$ cat src/rtl/yavg_bin_if.sv
// Luma-in / binarised-pixel-out bundle between the RGB-to-luma converter,
// yavg_bin, and the downstream binary-image stages.
interface yavg_bin_if;
   logic        y__ready;
   logic [15:0] y;
   logic        flush;
   logic        pix__ready;
   logic [7:0]  pix;
   logic        bin;
   logic        full;
   logic        ovf;

   modport master (
      output y__ready, y, flush,
      input  pix__ready, pix, bin, full, ovf
   );

   modport slave (
      input  y__ready, y, flush,
      output pix__ready, pix, bin, full, ovf
   );
endinterface

$ cat src/rtl/yavg_bin.sv
// Luma normaliser with saturation, 4-sample moving average and threshold binariser.
// One sample is processed in four edges: IDLE -> NORM -> ACC -> OUT.
module yavg_bin #(
   parameter int unsigned SHIFT  = 5,
   parameter int unsigned THRESH = 128
) (
   input  logic       clk,
   input  logic       rst,
   yavg_bin_if.slave  bus
);

   localparam logic [7:0] ThreshB = THRESH[7:0];

   typedef enum logic [1:0] {StIdle, StNorm, StAcc, StOut} state_e;

   state_e      state_q, state_d;
   logic [15:0] ybuf_q;
   logic [7:0]  y8_q;
   logic [7:0]  w0_q, w1_q, w2_q, w3_q;
   logic [9:0]  sum_q;
   logic [2:0]  fill_q;
   logic        full_q;
   logic        ovf_q;
   logic [7:0]  pix_q;
   logic        bin_q;
   logic        pix_ready_q;

   logic [15:0] t;
   logic [7:0]  y8_sat;
   logic [9:0]  sum_next;
   logic [2:0]  fill_inc;

   always_comb begin
      state_d = state_q;
      unique case (state_q)
         StIdle:  if (bus.y__ready) state_d = StNorm;
         StNorm:  state_d = StAcc;
         StAcc:   state_d = StOut;
         StOut:   state_d = StIdle;
         default: state_d = StIdle;
      endcase
   end

   always_ff @(posedge clk) begin
      if (!rst) state_q <= StIdle;
      else      state_q <= state_d;
   end

   always_comb begin
      t        = ybuf_q >> SHIFT;
      y8_sat   = (t > 16'd255) ? 8'd255 : t[7:0];
      // Window slots start at zero, so the running sum never exceeds 4*255.
      sum_next = sum_q + {2'b00, y8_q} - {2'b00, w3_q};
      fill_inc = fill_q + 3'd1;
   end

   always_ff @(posedge clk) begin
      if (!rst) begin
         ybuf_q      <= '0;
         y8_q        <= '0;
         w0_q        <= '0;
         w1_q        <= '0;
         w2_q        <= '0;
         w3_q        <= '0;
         sum_q       <= '0;
         fill_q      <= '0;
         full_q      <= 1'b0;
         ovf_q       <= 1'b0;
         pix_q       <= '0;
         bin_q       <= 1'b0;
         pix_ready_q <= 1'b0;
      end else begin
         pix_ready_q <= 1'b0;
         // A sample arriving mid-operation is dropped and flagged.
         if (bus.y__ready && (state_q != StIdle)) ovf_q <= 1'b1;
         unique case (state_q)
            StIdle: begin
               if (bus.y__ready) begin
                  ybuf_q <= bus.y;
               end else if (bus.flush) begin
                  w0_q   <= '0;
                  w1_q   <= '0;
                  w2_q   <= '0;
                  w3_q   <= '0;
                  sum_q  <= '0;
                  fill_q <= '0;
                  full_q <= 1'b0;
               end
            end
            StNorm: y8_q <= y8_sat;
            StAcc: begin
               sum_q  <= sum_next;
               w3_q   <= w2_q;
               w2_q   <= w1_q;
               w1_q   <= w0_q;
               w0_q   <= y8_q;
               fill_q <= (fill_inc > 3'd4) ? 3'd4 : fill_inc;
               full_q <= (fill_inc >= 3'd4);
            end
            StOut: begin
               pix_q       <= sum_q[9:2];
               bin_q       <= (sum_q[9:2] >= ThreshB);
               pix_ready_q <= 1'b1;
            end
            default: ;
         endcase
      end
   end

   assign bus.pix__ready = pix_ready_q;
   assign bus.pix        = pix_q;
   assign bus.bin        = bin_q;
   assign bus.full       = full_q;
   assign bus.ovf        = ovf_q;

endmodule
$ cat src/flat_wrapper.sv
// flat-port wrapper written by rule: the top's interface ports become plain ports
module yavg_bin_flat 
#(
   parameter int unsigned SHIFT  = 5,
   parameter int unsigned THRESH = 128
)
  (clk, rst, bus_y__ready, bus_y, bus_flush, bus_pix__ready, bus_pix, bus_bin, bus_full, bus_ovf);
  yavg_bin_if bus_i ();
  input  logic clk;
  input  logic rst;
  input wire logic [$bits(bus_i.y__ready)-1:0] bus_y__ready;
  input wire logic [$bits(bus_i.y)-1:0] bus_y;
  input wire logic [$bits(bus_i.flush)-1:0] bus_flush;
  output wire logic [$bits(bus_i.pix__ready)-1:0] bus_pix__ready;
  output wire logic [$bits(bus_i.pix)-1:0] bus_pix;
  output wire logic [$bits(bus_i.bin)-1:0] bus_bin;
  output wire logic [$bits(bus_i.full)-1:0] bus_full;
  output wire logic [$bits(bus_i.ovf)-1:0] bus_ovf;
  assign bus_i.y__ready = bus_y__ready;
  assign bus_i.y = bus_y;
  assign bus_i.flush = bus_flush;
  assign bus_pix__ready = bus_i.pix__ready;
  assign bus_pix = bus_i.pix;
  assign bus_bin = bus_i.bin;
  assign bus_full = bus_i.full;
  assign bus_ovf = bus_i.ovf;
  yavg_bin #(.SHIFT(SHIFT), .THRESH(THRESH)) u_core (.clk(clk), .rst(rst), .bus(bus_i));
endmodule
$ cat config.mk
export PLATFORM = sky130hd
export DESIGN_NAME = yavg_bin_flat
export DESIGN_NICKNAME = d
export VERILOG_FILES = /design/src/rtl/yavg_bin_if.sv /design/src/rtl/yavg_bin.sv /design/src/flat_wrapper.sv
export SDC_FILE = /design/constraint.sdc
export NUM_CORES = 1
export LEC_CHECK = 0
export CAP_MARGIN = 0
export CORE_MARGIN = 5
export CORE_UTILIZATION = 62
export CTS_CLUSTER_SIZE = 12
export DETAILED_ROUTE_END_ITERATION = 12
export PLACE_DENSITY = 0.85
export RECOVER_POWER = 25
export SLEW_MARGIN = 0
export SYNTH_ARGS = -nofsm -noshare
export SYNTH_HDL_FRONTEND = slang
export SYNTH_SLANG_ARGS = --single-unit
$ cat constraint.sdc
create_clock -name clk -period 3.6 [get_ports clk]
set_clock_uncertainty 0.1 [all_clocks]
set_input_delay 0.72 -clock clk [delete_from_list [all_inputs] [get_ports clk]]
set_output_delay 0.72 -clock clk [all_outputs]
set_load 0.02 [all_outputs]
==> reports/summary.txt, run 1 <==
status: complete, no violations
fraction of layout cells with a size suffix above 1: 0.06599
Antenna Cells: 0
Post-synth ARST share: 0
Reg clk slew, reported paths: 0.08 ns
Via Count: 2635
Max Root-Sink Buffers: 2
IO Pins: 32
average wire per standard cell: 14.34 um
crit end category: flip-flop
final slew viol count: 0
setup bufs post-CTS: 0
MaxCap Viol Count: 0
Main synth FF type: dfxtp_1
Area growth syn-to-layout: 13.64%
min-delay src: u_core.ybuf_q[14]$_SDFFE_PN0P_
# H-tree levels: 3
vias per cell: 5.655
Slew @ Worst Pin: 1.239 ns
final worst path period need: 2.748 ns
switch share: 0.3728
total grt overflow: 0
gpl congestion: 0.8771
sequential share of power: 0.322
Avg Inst Size Synth: 9.744 sq um
vias in the first global route: 2558
net load switching power: 1223 uW
Yosys reg bits: 77
Leak: 0.001501 uW
Post-CTS Resized: 0
global-route wire length before repair: 11930 um
Die Y: 86.05 um
CTS Sinks: 77
worst-path fanout max: 3
worst IR drop on VDD: 0.5868 mV
Syn Nets: 413
Clk network pwr share: 0.236
initial core utilization: 0.6433
Final Hold Vio Count: 0
Critical path origin: u_core.y8_q[1]$_SDFFE_PN0N_
worst r2r src: u_core.y8_q[1]$_SDFFE_PN0N_
Die ar.: 7405 sq um
# rows: 27
CP Class: flip-flop to flip-flop
Peak Freq: 0.3640 GHz
TNS Setup: 0 ns
PwrDens: 805.0 nW/um^2
worst hold path class: flip-flop to flip-flop
cts hold-fix bufs: 0
Synth Cell Area: 3586 sq um
Post-route DRC: 0
synthesized instance count: 368
Multi-input gate area: 1785 sq um
CP arrival: 2.88 ns
clock root buffer: clkbuf_8
synth warn: 0
number of nets in the layout: 434
Final ANT Viol Nets: 0
pin count of the biggest net entering global routing: 47
RSZ-0062 raised after global routing: false
Netlist cell types: 46
DR pass1 iterations: 4
Setup-failing EPs final: 0
initial DRC count: 156
CTS tree: built
Post-synth EDFFs: 0
I/O Buffers: 26
Final Cycle Share: 0.7632
Post-DP HPWL: 4582 um
Hold WS: 0.3641 ns
FF/Latch Area: 1541 sq um
Combinational Power Share: 0.442
wirelength, routed: 6684 um
Slew Limit Headroom: 0.1738
Worst Setup Start Kind: flip-flop
clk_lat worst skew: 0.35 ns
Inserted Clock Buffers: 9
CP required: 3.73 ns
core area: 5574 sq um
sequential area share after synthesis: 0.4299
# fillers: 442
initial antenna violation count: 0
gr usage total: 0.2012
internal power: 2057 uW
Die W: 86.05 um
-- cells by family (layout without fill, tap and decap cells) --
kind of cell	after synthesis	in the layout	share of synthesized area
flops	77	77	0.4299
buf+inv	57	83	0.07223
mux	9	9	0.02861
fa+ha+maj	25	25	0.1040
compound gates	98	98	0.2034
simple gates	95	95	0.1448
xor+xnor	7	7	0.01710
-- stage by stage --
| stage | area [sq um] | std cells | util | setup WS [ns] | total power (uW) |
|---|---|---|---|---|---|
| 5_1_grt | 4075 | 466 | 0.7311 | 0.6365 | 3520 |
| 4_1_cts | 4084 | 466 | 0.7327 | 0.8680 | 3292 |
| 2_1_floorplan | 3586 | 368 | - | 1.144 | 2239 |
| 6_report | 4075 | 466 | 0.7311 | 0.8524 | 3281 |
| 3_5_place_dp | 3845 | 450 | 0.6898 | 0.9190 | 2515 |
| 3_3_place_gp | 3845 | 450 | 0.6898 | 0.9408 | 2458 |
-- placed cells by master (no fill, tap or decap), types with 2 or more instances in the layout --
cell / n
o221a_1: 7
nor2b_1: 46
a211oi_1: 2
fa_1: 8
a21oi_1: 8
dfxtp_1: 77
a21boi_1: 2
o21ai_1: 4
and2_1: 3
a22oi_1: 35
bufinv_16: 3
nor2_1: 4
ha_1: 17
nor3_1: 2
mux2i_1: 8
o21ai_0: 10
nand2_1: 28
a21o_1: 5
inv_1: 35
clkbuf_1: 4
a21boi_0: 12
nand3_1: 5
xnor2_1: 2
xor2_1: 5
clkbuf_8: 9
clkdlybuf4s50_1: 25
o21bai_1: 2
buf_4: 3
-- flip-flops by register name, summed over array words and instances (netlist names) --
register               flops
u_core.w2_q                8
u_core.w3_q                8
u_core.bus.pix             8
u_core.bus.full            1
u_core.w0_q                8
u_core.bus.bin             1
u_core.sum_q              10
u_core.ybuf_q             11
u_core.bus.pix__ready      1
u_core.bus.ovf             1
u_core.state_q             2
u_core.y8_q                8
u_core.fill_q              2
u_core.w1_q                8
-- cell usage after synthesis (all sizes together), types with 2 or more instances --
cell | n | area share
nand3 | 5 | 0.0070
a21oi | 8 | 0.011
o221a | 8 | 0.025
o21ai | 14 | 0.020
nor3 | 2 | 0.0028
clkbuf | 8 | 0.0084
nand2 | 28 | 0.029
mux2i | 9 | 0.029
nor2 | 4 | 0.0042
a21o | 5 | 0.010
xor2 | 5 | 0.012
xnor2 | 2 | 0.0049
o21a | 2 | 0.0045
o21bai | 2 | 0.0042
inv | 36 | 0.038
a21boi | 14 | 0.029
ha | 17 | 0.059
and2 | 4 | 0.0070
a22oi | 35 | 0.073
buf | 13 | 0.026
nor2b | 47 | 0.083
a211oi | 3 | 0.0077
fa | 8 | 0.045
dfxtp | 77 | 0.43
-- worst paths after layout --
| check | end | slack [ns] | cells after the start |
|---|---|---|---|
| worst max-delay path | u_core.sum_q[8]$_SDFFE_PN0P_ | 0.85 | 9 |
| worst min-delay path | u_core.ybuf_q[14]$_SDFFE_PN0P_ | 0.36 | 2 |
| worst max register to register | u_core.sum_q[8]$_SDFFE_PN0P_ | 0.85 | 9 |
| worst min register to register | u_core.ybuf_q[14]$_SDFFE_PN0P_ | 0.36 | 2 |
-- power groups by stage --
stage	registers, uW	clock network (uW)	logic, uW
after floorplan	1050	0	1190
after global placement	1070	0	1390
after detailed placement	1070	0	1440
after CTS	1060	790	1450
after global routing	1080	827	1620
final	1060	773	1450
-- per-layer routing --
metal / vias to the layer above / global-route usage / share of wire
met3: 13 / 0.03458 / 0.040
met5: - / 0 / 0
met1: 1269 / 0.2563 / 0.45
li1: 1306 / - / -
met4: 0 / 0.09496 / 0.020
met2: 47 / 0.3301 / 0.49
-- worst max-delay path: stages, from the launching register on --
cell and delay, ns:
dfxtp_1 0.41, inv_1 0.07, fa_1 0.48, inv_1 0.07
fa_1 0.49, a211oi_1 0.35, nor2_1 0.13, o41ai_2 0.25
xor2_1 0.20, o21ai_0 0.08
-- area by class of cell --
cell class,count,share of cell area
clock buffer,10,0.03132
tap,72,0.02211
clock inverter,6,0.02733
sequential,77,0.3783
inverter,36,0.03316
multi-input combinational,234,0.4381
timing repair buffer,31,0.06970
No activity file was read; power rests on OpenSTA's default activity.
==> inputs of run 2 (changes only) <==
CORE_UTILIZATION = 57   (was 62)
PLACE_DENSITY = 0.79   (was 0.85)
clock period = 2.8 ns   (was 3.6 ns; I/O delays follow)
==> reports/summary.txt, run 2 (synthesis gave the netlist of run 1 again) <==
CTS tree: built
Slew @ Worst Pin: 0.5552 ns
Max Root-Sink Buffers: 2
initial core utilization: 0.5951
slowest stage delay, CP: 0.53 ns
placed insts: 452
wirelength, routed: 6295 um
clock root buffer: clkbuf_8
Critical path origin: u_core.sum_q[1]$_SDFFE_PN0P_
crit end category: flip-flop
CTS Sinks: 77
Post-route DRC: 0
TNS Setup: 0 ns
final worst path period need: 2.621 ns
status: complete, no violations
Reg clk slew, reported paths: 0.08 ns
Peak Freq: 0.3815 GHz
PwrDens: 1002 nW/um^2
IO Pins: 32
commonest non-fill, non-tap cell in the layout: dfxtp_1
worst-path fanout max: 3
RSZ-0062 raised after global routing: false
Reg with most FFs: u_core.ybuf_q
vias per cell: 5.455
I/O Buffers: 26
Leak: 0.001494 uW
initial DRC count: 101
final slew viol count: 0
Slew Limit Headroom: 0.6298
Final Hold Vio Count: 0
DR pass1 iterations: 4
worst hold path class: flip-flop to flip-flop
Worst Setup Start Kind: flip-flop
# H-tree levels: 3
CP required: 2.94 ns
fraction of layout cells with a size suffix above 1: 0.07379
Final ANT Viol Nets: 0
gpl congestion: 0.8598
average wire per standard cell: 13.45 um
CP arrival: 2.76 ns
MaxCap Viol Count: 0
CP Class: flip-flop to flip-flop
cts hold-fix bufs: 0
worst r2r src: u_core.sum_q[1]$_SDFFE_PN0P_
total grt overflow: 0
number of nets in the layout: 433
worst IR drop on VDD: 0.5851 mV
# rows: 28
Post-Layout Cell Count: 468
CP max stage cell: fa_1
max reg flops: 11
initial antenna violation count: 0
CP cell instances: inv_1, fa_1, inv_1, fa_1, a211oi_2, nor2_1, o41ai_2, xor2_1, o21ai_0
Via Count: 2553
Final Cycle Share: 0.9361
Area growth syn-to-layout: 13.75%
most frequent cells in the layout: 77 x dfxtp_1, 46 x nor2b_1, 36 x inv_1
gr usage total: 0.1773
Die W: 89.32 um
core area: 6026 sq um
Setup-failing EPs final: 0
Antenna Cells: 0
Inserted Clock Buffers: 9
Post-DP HPWL: 4471 um
pin count of the biggest net entering global routing: 43
min-delay src: u_core.ybuf_q[7]$_SDFFE_PN0P_
vias in the first global route: 2439
biggest registers after layout: u_core.ybuf_q x11, u_core.sum_q x10
Die Y: 89.32 um
Die ar.: 7977 sq um
global-route wire length before repair: 10880 um
clk_lat worst skew: 0.35 ns
[run 2: area by class of cell]
class	count	area (sq um)
clock buffers	10	137.6
clock inverters	6	70.07
fillers	500	1947
inverters	36	135.1
multi-input cells	234	1790
flip-flops and latches	77	1541
well taps	75	93.84
repair buffers	30	310.3
[run 2: stage by stage]
step | setup slack [ns] | hold WS, ns | area [sq um] | total power (uW) | util
2_1_floorplan | 0.3435 | 0.3384 | 3586 | 2879 | -
3_3_place_gp | 0.2099 | 0.3497 | 3866 | 3155 | 0.6416
3_5_place_dp | 0.1270 | 0.3575 | 3866 | 3228 | 0.6416
4_1_cts | 0.1068 | 0.3686 | 4074 | 4112 | 0.6761
5_1_grt | 0.01518 | 0.3944 | 4079 | 4417 | 0.6769
6_report | 0.1789 | 0.3666 | 4079 | 4089 | 0.6769
[run 2: power by group]
| group | internal, uW | switching [uW] | leakage (uW) |
|---|---|---|---|
| sequential | 1240 | 121 | 0.000624 |
| clock | 440 | 423 | 0.0000951 |
| combinational | 834 | 1040 | 0.000774 |
| total | 2510 | 1580 | 0.00149 |
[run 2: worst max-delay path: cells and delay by family (launching register included)]
kind | cells | cell delay [ns]
flops | 1 | 0.34
fa+ha+maj | 2 | 1.02
buf+inv | 2 | 0.13
compound gates | 3 | 0.64
simple gates | 1 | 0.10
xor+xnor | 1 | 0.19
[run 2: metal layers]
| metal | share of wire | vias up | global-route usage |
|---|---|---|---|
| li1 | - | 1300 | - |
| met5 | 0 | - | 0 |
| met1 | 0.48 | 1208 | 0.2195 |
| met3 | 0.029 | 12 | 0.03134 |
| met4 | 0.021 | 0 | 0.08796 |
| met2 | 0.47 | 33 | 0.2967 |
[run 2: what timing repair did]
item | CTS | global route
resized for setup | 0 | 1
setup buffers | 0 | 0
endpoints found under the setup margin | 0 | 1
[run 2: path summary, 6_finish.rpt]
| check | endpoint | slack (ns) | depth (start not counted) |
|---|---|---|---|
| max | u_core.sum_q[8]$_SDFFE_PN0P_ | 0.18 | 9 |
| min | u_core.ybuf_q[7]$_SDFFE_PN0P_ | 0.37 | 2 |
| max reg2reg | u_core.sum_q[8]$_SDFFE_PN0P_ | 0.18 | 9 |
| min reg2reg | u_core.ybuf_q[7]$_SDFFE_PN0P_ | 0.37 | 2 |
